`config.mk`:
```
export PLATFORM = sky130hd
export DESIGN_NAME = spi_sub_flat
export DESIGN_NICKNAME = d
export VERILOG_FILES = /design/src/rtl/spi_sub_if.sv /design/src/rtl/spi_sub.sv /design/src/flat_wrapper.sv
export SDC_FILE = /design/constraint.sdc
export NUM_CORES = 2
export LEC_CHECK = 0
export ABC_AREA = 1
export BUFFER_PORTS_ARGS = -buffer_cell sky130_fd_sc_hd__buf_2
export CAP_MARGIN = 20
export CORE_UTILIZATION = 55
export DETAILED_ROUTE_END_ITERATION = 10
export PLACE_DENSITY = 0.82
export SKIP_CTS_REPAIR_TIMING = 1
export SLEW_MARGIN = 20
export SYNTH_ARGS = -nofsm -noshare
export SYNTH_HDL_FRONTEND = slang
export SYNTH_SLANG_ARGS = --single-unit
```
`constraint.sdc`:
```
create_clock -name clk -period 2.4 [get_ports clk]
set_input_delay 0.24 -clock clk [delete_from_list [all_inputs] [get_ports clk]]
set_output_delay 0.24 -clock clk [all_outputs]
set_load 0.02 [all_outputs]
```
`src/rtl/spi_sub_if.sv`:
```
// spi_sub_if: signal bundle between the SPI subordinate and its surroundings.
// Carries the SPI pins, the result-block load strobe and the received frame
// fields.
//
// Signals:
//   sclk, cs_n, mosi   SPI inputs from the main (sclk idles low)
//   miso               SPI output to the main
//   tx_data, tx_load   result block to return and its one-cycle load strobe
//   data_out, key_out  received data block and left-aligned key
//   key_size           00 = 128-bit key, 01 = 192-bit, 10 = 256-bit
//   rx_valid           one-cycle pulse, received fields valid
//   frame_err          one-cycle pulse on abort or reserved header
//   busy               frame in progress
//
// Modports: slave (the subordinate), master (the side driving the pins).
interface spi_sub_if #(
  parameter int DATA_W    = 128,
  parameter int KEY_W_MAX = 256
);
  logic                 sclk;
  logic                 cs_n;
  logic                 mosi;
  logic                 miso;
  logic [0:DATA_W-1]    tx_data;
  logic                 tx_load;
  logic [0:DATA_W-1]    data_out;
  logic [0:KEY_W_MAX-1] key_out;
  logic [1:0]           key_size;
  logic                 rx_valid;
  logic                 frame_err;
  logic                 busy;

  modport slave (
    input  sclk, cs_n, mosi, tx_data, tx_load,
    output miso, data_out, key_out, key_size, rx_valid, frame_err, busy
  );

  modport master (
    output sclk, cs_n, mosi, tx_data, tx_load,
    input  miso, data_out, key_out, key_size, rx_valid, frame_err, busy
  );
endinterface

```
`src/rtl/spi_sub.sv`:
```
// spi_sub: SPI subordinate at the AES-core end of the link.
// Oversamples sclk/cs_n/mosi in the clk domain, deframes a 2-bit key-size
// header, a DATA_W-bit data block and a 128/192/256-bit key, and at the same
// time returns the previously loaded result block on miso (bit 0 first).
//
// Ports:
//   clk    system clock, at least 8x sclk
//   reset  synchronous, active-high
//   bus    spi_sub_if.slave: SPI pins, tx_data/tx_load, data_out, key_out,
//          key_size, rx_valid and frame_err pulses, busy
//
// Build option SPI_SUB_SYNC_EN: when defined, each SPI input passes through
// SYNC_STAGES synchronizer flops ahead of the sampling flop (main asynchronous
// to clk). When undefined, inputs are registered once and the main must share
// clk.
//
// State | meaning
// IDLE  | no frame; tx_load updates the shadow register
// HDR   | receiving the 2-bit key-size code
// DATA  | receiving the data block
// KEY   | receiving the key, length taken from the header
// DONE  | one clk: publish staging registers, pulse rx_valid
// DRAIN | frame complete or bad header; sclk ignored until cs_n rises
module spi_sub #(
  parameter int DATA_W      = 128,
  parameter int KEY_W_MAX   = 256,
  parameter int SYNC_STAGES = 2
) (
  input logic      clk,
  input logic      reset,
  spi_sub_if.slave bus
);

  localparam int KIDX_W = $clog2(KEY_W_MAX);

`ifdef SPI_SUB_SYNC_EN
  localparam int IN_STAGES = SYNC_STAGES + 1;
`else
  // SYNC_STAGES has no effect without the synchronizers.
  localparam int IN_STAGES = 1 + 0 * SYNC_STAGES;
`endif

  typedef enum logic [2:0] {
    S_IDLE,
    S_HDR,
    S_DATA,
    S_KEY,
    S_DONE,
    S_DRAIN
  } state_t;

  // Bit 0 takes the pin; [IN_STAGES-1] is the sampled value acted on and
  // [IN_STAGES] the previous sample, used for edge detection.
  logic [IN_STAGES:0]   sclk_pipe_q;
  logic [IN_STAGES:0]   cs_n_pipe_q;
  logic [IN_STAGES-1:0] mosi_pipe_q;

  always_ff @(posedge clk) begin
    if (reset) begin
      sclk_pipe_q <= '0;
      // Resetting cs_n low means a select that is already active when reset
      // releases never looks like a fresh fall; the main must deselect first.
      cs_n_pipe_q <= '0;
      mosi_pipe_q <= '0;
    end else begin
      sclk_pipe_q <= {sclk_pipe_q[IN_STAGES-1:0], bus.sclk};
      cs_n_pipe_q <= {cs_n_pipe_q[IN_STAGES-1:0], bus.cs_n};
      mosi_pipe_q <= (mosi_pipe_q << 1) | IN_STAGES'(bus.mosi);
    end
  end

  logic sclk_rise, sclk_fall, cs_fall, cs_rise, mosi_s;

  assign sclk_rise = sclk_pipe_q[IN_STAGES-1] & ~sclk_pipe_q[IN_STAGES];
  assign sclk_fall = ~sclk_pipe_q[IN_STAGES-1] & sclk_pipe_q[IN_STAGES];
  assign cs_fall   = ~cs_n_pipe_q[IN_STAGES-1] & cs_n_pipe_q[IN_STAGES];
  assign cs_rise   = cs_n_pipe_q[IN_STAGES-1] & ~cs_n_pipe_q[IN_STAGES];
  assign mosi_s    = mosi_pipe_q[IN_STAGES-1];

  state_t               state_q, state_d;
  logic [8:0]           cnt_q, cnt_d;
  logic                 rise_seen_q, rise_seen_d;
  logic [0:DATA_W-1]    shadow_q, shadow_d;
  logic [0:DATA_W-1]    shift_q, shift_d;
  logic                 miso_q, miso_d;
  logic [1:0]           ksz_q, ksz_d;
  logic [0:DATA_W-1]    data_stg_q, data_stg_d;
  logic [0:KEY_W_MAX-1] key_stg_q, key_stg_d;
  logic [0:DATA_W-1]    data_out_q, data_out_d;
  logic [0:KEY_W_MAX-1] key_out_q, key_out_d;
  logic [1:0]           key_size_q, key_size_d;
  logic                 rx_valid_q, rx_valid_d;
  logic                 frame_err_q, frame_err_d;

  logic [8:0] cnt_inc;
  logic [8:0] key_last;

  // Saturating: a runaway sclk can never wrap the counter back into range.
  assign cnt_inc = (cnt_q == 9'h1FF) ? cnt_q : cnt_q + 9'd1;

  always_comb begin
    case (ksz_q)
      2'b00:   key_last = 9'd127;
      2'b01:   key_last = 9'd191;
      default: key_last = 9'd255;
    endcase
  end

  always_ff @(posedge clk) begin
    if (reset) begin
      state_q     <= S_IDLE;
      cnt_q       <= '0;
      rise_seen_q <= 1'b0;
      shadow_q    <= '0;
      shift_q     <= '0;
      miso_q      <= 1'b0;
      ksz_q       <= '0;
      data_stg_q  <= '0;
      key_stg_q   <= '0;
      data_out_q  <= '0;
      key_out_q   <= '0;
      key_size_q  <= '0;
      rx_valid_q  <= 1'b0;
      frame_err_q <= 1'b0;
    end else begin
      state_q     <= state_d;
      cnt_q       <= cnt_d;
      rise_seen_q <= rise_seen_d;
      shadow_q    <= shadow_d;
      shift_q     <= shift_d;
      miso_q      <= miso_d;
      ksz_q       <= ksz_d;
      data_stg_q  <= data_stg_d;
      key_stg_q   <= key_stg_d;
      data_out_q  <= data_out_d;
      key_out_q   <= key_out_d;
      key_size_q  <= key_size_d;
      rx_valid_q  <= rx_valid_d;
      frame_err_q <= frame_err_d;
    end
  end

  always_comb begin
    state_d     = state_q;
    cnt_d       = cnt_q;
    rise_seen_d = rise_seen_q;
    shadow_d    = shadow_q;
    shift_d     = shift_q;
    miso_d      = miso_q;
    ksz_d       = ksz_q;
    data_stg_d  = data_stg_q;
    key_stg_d   = key_stg_q;
    data_out_d  = data_out_q;
    key_out_d   = key_out_q;
    key_size_d  = key_size_q;
    rx_valid_d  = 1'b0;
    frame_err_d = 1'b0;

    case (state_q)
      S_IDLE: begin
        miso_d = 1'b0;
        if (bus.tx_load) begin
          shadow_d = bus.tx_data;
        end
        if (cs_fall) begin
          state_d     = S_HDR;
          cnt_d       = '0;
          rise_seen_d = 1'b0;
          // A load in the same cycle as the select goes straight out.
          shift_d     = bus.tx_load ? bus.tx_data : shadow_q;
          miso_d      = shift_d[0];
        end
      end

      S_HDR, S_DATA, S_KEY: begin
        if (cs_rise) begin
          frame_err_d = 1'b1;
          state_d     = S_IDLE;
          miso_d      = 1'b0;
        end else begin
          // Bit 0 is already on miso before the first rising edge, so that
          // edge does not advance the stream.
          if (sclk_rise) begin
            if (rise_seen_q) begin
              shift_d = {shift_q[1:DATA_W-1], 1'b0};
              miso_d  = shift_q[1];
            end
            rise_seen_d = 1'b1;
          end
          if (sclk_fall) begin
            case (state_q)
              S_HDR: begin
                ksz_d = {ksz_q[0], mosi_s};
                if (cnt_q == 9'd1) begin
                  cnt_d = '0;
                  if ({ksz_q[0], mosi_s} == 2'b11) begin
                    frame_err_d = 1'b1;
                    state_d     = S_DRAIN;
                    miso_d      = 1'b0;
                  end else begin
                    state_d = S_DATA;
                  end
                end else begin
                  cnt_d = cnt_inc;
                end
              end
              S_DATA: begin
                data_stg_d = {data_stg_q[1:DATA_W-1], mosi_s};
                if (cnt_q == 9'(DATA_W - 1)) begin
                  cnt_d     = '0;
                  state_d   = S_KEY;
                  key_stg_d = '0;
                end else begin
                  cnt_d = cnt_inc;
                end
              end
              default: begin
                key_stg_d[cnt_q[KIDX_W-1:0]] = mosi_s;
                if (cnt_q == key_last) begin
                  state_d = S_DONE;
                end else begin
                  cnt_d = cnt_inc;
                end
              end
            endcase
          end
        end
      end

      S_DONE: begin
        data_out_d = data_stg_q;
        key_out_d  = key_stg_q;
        key_size_d = ksz_q;
        rx_valid_d = 1'b1;
        miso_d     = 1'b0;
        state_d    = cs_rise ? S_IDLE : S_DRAIN;
      end

      S_DRAIN: begin
        miso_d = 1'b0;
        if (cs_rise) begin
          state_d = S_IDLE;
        end
      end

      default: begin
        state_d = S_IDLE;
        miso_d  = 1'b0;
      end
    endcase
  end

  assign bus.miso      = miso_q;
  assign bus.data_out  = data_out_q;
  assign bus.key_out   = key_out_q;
  assign bus.key_size  = key_size_q;
  assign bus.rx_valid  = rx_valid_q;
  assign bus.frame_err = frame_err_q;
  assign bus.busy      = (state_q != S_IDLE);

endmodule

```
`src/flat_wrapper.sv`:
```
// flat-port wrapper written by rule: the top's interface ports become plain ports
module spi_sub_flat 
#(
  parameter int DATA_W      = 128,
  parameter int KEY_W_MAX   = 256,
  parameter int SYNC_STAGES = 2
)
  (clk, reset, bus_sclk, bus_cs_n, bus_mosi, bus_tx_data, bus_tx_load, bus_miso, bus_data_out, bus_key_out, bus_key_size, bus_rx_valid, bus_frame_err, bus_busy);
  spi_sub_if #(.DATA_W(DATA_W), .KEY_W_MAX(KEY_W_MAX)) bus_i ();
  input logic clk;
  input logic reset;
  input wire logic [$bits(bus_i.sclk)-1:0] bus_sclk;
  input wire logic [$bits(bus_i.cs_n)-1:0] bus_cs_n;
  input wire logic [$bits(bus_i.mosi)-1:0] bus_mosi;
  input wire logic [$bits(bus_i.tx_data)-1:0] bus_tx_data;
  input wire logic [$bits(bus_i.tx_load)-1:0] bus_tx_load;
  output wire logic [$bits(bus_i.miso)-1:0] bus_miso;
  output wire logic [$bits(bus_i.data_out)-1:0] bus_data_out;
  output wire logic [$bits(bus_i.key_out)-1:0] bus_key_out;
  output wire logic [$bits(bus_i.key_size)-1:0] bus_key_size;
  output wire logic [$bits(bus_i.rx_valid)-1:0] bus_rx_valid;
  output wire logic [$bits(bus_i.frame_err)-1:0] bus_frame_err;
  output wire logic [$bits(bus_i.busy)-1:0] bus_busy;
  assign bus_i.sclk = bus_sclk;
  assign bus_i.cs_n = bus_cs_n;
  assign bus_i.mosi = bus_mosi;
  assign bus_i.tx_data = bus_tx_data;
  assign bus_i.tx_load = bus_tx_load;
  assign bus_miso = bus_i.miso;
  assign bus_data_out = bus_i.data_out;
  assign bus_key_out = bus_i.key_out;
  assign bus_key_size = bus_i.key_size;
  assign bus_rx_valid = bus_i.rx_valid;
  assign bus_frame_err = bus_i.frame_err;
  assign bus_busy = bus_i.busy;
  spi_sub #(.DATA_W(DATA_W), .KEY_W_MAX(KEY_W_MAX), .SYNC_STAGES(SYNC_STAGES)) u_core (.clk(clk), .reset(reset), .bus(bus_i));
endmodule
```
==> results by group <==
Yosys
  • Sequential area share after synthesis: roughly 50%
  • Register bit total from synthesis: approximately 1000
  • Syn avg cell area: 7.17 µm²
  • Synth warnings: 0
  • Netlist cell types: 30
  • Synthesized cell area: 42100 µm²
  • Post-Syn Nets: between 6000 and 7000
  • Cells after Synth: around 5900

Timing
  • Hold_ws: roughly 0.0084 ns
  • RSZ-0062 raised after global routing: yes
  • Slew headroom: 29.5%
  • Period utilization: a little over nine tenths
  • Skew final: 0.0459 ns
  • Maximum clock rate: 0.442 GHz
  • Setup ws final: ~0.14 ns
  • Fin. Hold Viols: 0
  • Number of setup violations in the final report: 0
  • Tmin final: 2.26 ns
  • Max-slew violations: 0
  • Worst slew pin tran: 1.06 ns

Drt
  • Post-route ant nets: 0
  • Via-per-instance ratio: 5.64
  • Initial DRC Count: 4436
  • WL/cell: 16.3 µm
  • Final wirelength: 117 mm
  • Via count: 40535
  • First-pass DRT Iterations: 6
  • Remaining DRCs: 0

Die
  • CORE AREA: 75800 µm²
  • Die area: about 78000 µm²
  • Starting density of the core: 55.5%
  • Die X: 279 µm
  • Rows: slightly above 100
  • Die height: approximately 280 µm
  • IO Pins: 524

Global routing
  • Largest net degree at the start of global routing: 199
  • GR Overflow Total: 0
  • Total track usage: 29.0%
  • First-pass GRT wire length: 186 mm
  • Number of global-route vias before repair: about 37000
  • Initial antenna violation count: 8

Final layout
  • Final Non-Filler Cells: 7185
  • Fraction of layout cells with a size suffix above 1: 13.3%
  • Layout net count: 6252
  • Commonest cells after routing, fill and taps aside: nor2_1, o21ai_0, dfxtp_1
  • Fillers: between 6000 and 7000
  • Most common cell after layout, fill and taps aside: nor2_1
  • Area growth syn-to-layout: 16.5%

Place
  • Placed Cells: 6980
  • Buffers on Ports: 523
  • Placer congestion estimate: 0.878
  • Placement Setup Slack: roughly 0.26 ns
  • Post-DP HPWL: around 72 mm

Worst setup path
  • Reg2reg end: u_core.key_stg_q[164]
  • Crit path max fanout: 31
  • Startpoint types: register
  • Crit Path Class: reg -> out
  • Worst R2R Path Depth: 10
  • Reg2Reg Launch Point: u_core.state_q[0]
  • FF-to-FF setup slack: approximately 0.15 ns
  • CP arrival: between 2 and 2.5 ns
  • Critical Path Sink Type: primary output
  • Critical Path RT: 2.16 ns

Power and ir drop
  • VDD IR max: 1200 µV
  • Pwr Density: between 1000 and 1500 nW/µm²
  • Leak Pwr: approximately 19 nW

Clocking
  • CTS tree: done
  • Clock sinks: 1048
  • Clk buf depth: 3
  • Worst skew pair latency: 0.68 ns
  • H-tree Lvls: 3
  • Root buffer cell: clkbuf_16
  • TritonCTS buffer count: between 100 and 150
  • Clk pin slew, worst setup/hold paths: 0.07 ns

Status
  • Outcome: complete, no violations

Job
  • Max_cap viols: 0

Min path
  • Worst Hold Class: in -> reg
  • Hold EP: u_core.shadow_q[127]
  • Hold Path Origin: bus_tx_data[0]
  • Hold Path Stages: 3
## critical path, stage by stage, from the launching register on
cell,delay [ns]
dfxtp_1,0.46
buf_4,0.21
nor2_4,0.05
buf_4,0.17
inv_8,0.20
buf_2,0.25
## cells in the mapped netlist (all sizes together)
cell type | n | area (µm²)
o221ai | 1 | 8.76
dfxtp | 1048 | 21000
mux2i | 1 | 10.0
buf | 125 | 717
inv | 305 | 1140
nor2 | 1581 | 5950
nor3 | 6 | 46.3
a211oi | 2 | 15.0
xor2 | 1 | 8.76
a21oi | 530 | 2650
clkbuf | 364 | 1370
nand2 | 336 | 1280
nand3 | 276 | 1390
mux2 | 1 | 11.3
nand3b | 1 | 7.51
o211a | 1 | 10.0
ha | 4 | 50.1
nand4 | 3 | 18.8
o21ai | 1284 | 6430
## cell type report
type / instances / area, µm² / share of cell area, %
diodes: 4 / 10.0 / 0.0204
flip-flops and latches: 1048 / 21000 / 42.8
clock inverters: 49 / 689 / 1.41
inverters: 305 / 1170 / 2.38
repair buffers: 625 / 3960 / 8.07
multi-input cells: 4028 / 17900 / 36.6
well taps: 978 / 1220 / 2.49
clock buffers: 148 / 3070 / 6.26
## logic make-up (layout without fill, tap and decap cells)
| kind of cell | Yosys count | in the layout | share of synthesized area, % |
|---|---|---|---|
| XOR/XNOR | 1 | 1 | 0.0208 |
| other | 0 | 4 | 0 |
| buffers and inverters | 794 | 1127 | 7.67 |
| multiplexers | 2 | 2 | 0.0505 |
| adder cells (fa/ha/maj) | 4 | 4 | 0.119 |
| flip-flops | 1048 | 1048 | 49.8 |
| AND/OR/NAND/NOR | 2203 | 2203 | 20.6 |
| AO/OA/AOI/OAI | 1818 | 1818 | 21.6 |
## registers in the layout, indices dropped and copies added, names as in the netlist, 2 cells and up
register	flops
u_core.cnt_q	9
u_core.ksz_q	2
u_core.bus.key_out	256
u_core.bus.key_size	2
u_core.sclk_pipe_q	2
u_core.key_stg_q	256
u_core.bus.data_out	128
u_core.shadow_q	128
u_core.cs_n_pipe_q	2
u_core.shift_q	127
u_core.state_q	3
u_core.data_stg_q	128
## routing by layer
metal / global-route usage, % / wire length, µm / up-vias / share of wire [%]
li1: - / - / 19693 / -
met1: 37.5 / 47800 / 18741 / 41
met2: 45.5 / 53400 / 1751 / 46
met3: 5.56 / 9980 / 346 / 8.5
met4: 16.2 / 5950 / 4 / 5.1
met5: 0 / 24 / - / 0.020
## worst max path at each step
stage	startpoint	end	slack, ns	depth (start not counted)
global placement	u_core.state_q[0]	u_core.cnt_q[1]	0.32	9
detailed placement	u_core.state_q[0]	u_core.key_stg_q[193]	0.26	10
global route	u_core.cnt_q[4]	u_core.key_stg_q[249]	-0.01	7
floorplan	u_core.cnt_q[0]	u_core.key_stg_q[1]	0.64	10
finish	u_core.state_q[2]	bus_busy	0.14	5
CTS	u_core.state_q[2]	bus_busy	0.06	5
## where the power goes
part           internal (W)  leakage, nW  switching (W)  total, W
sequential           0.0213         8.53        0.00172    0.0230
combinational       0.00662         8.75         0.0149    0.0216
clock                0.0104         1.84        0.00705    0.0174
## per-stage QoR
step                total power [W]  utilization [%]  area [µm²]  setup TNS (ns)
finish                       0.0620             64.7       49000               0
CTS                          0.0622             64.6       49000               0
global placement             0.0440             59.7       45200               0
detailed placement           0.0446             59.7       45200               0
floorplan                    0.0382                -       42100               0
global route                 0.0659             64.7       49000        -0.00977
Note: power is estimated with default switching activity, not from simulation.
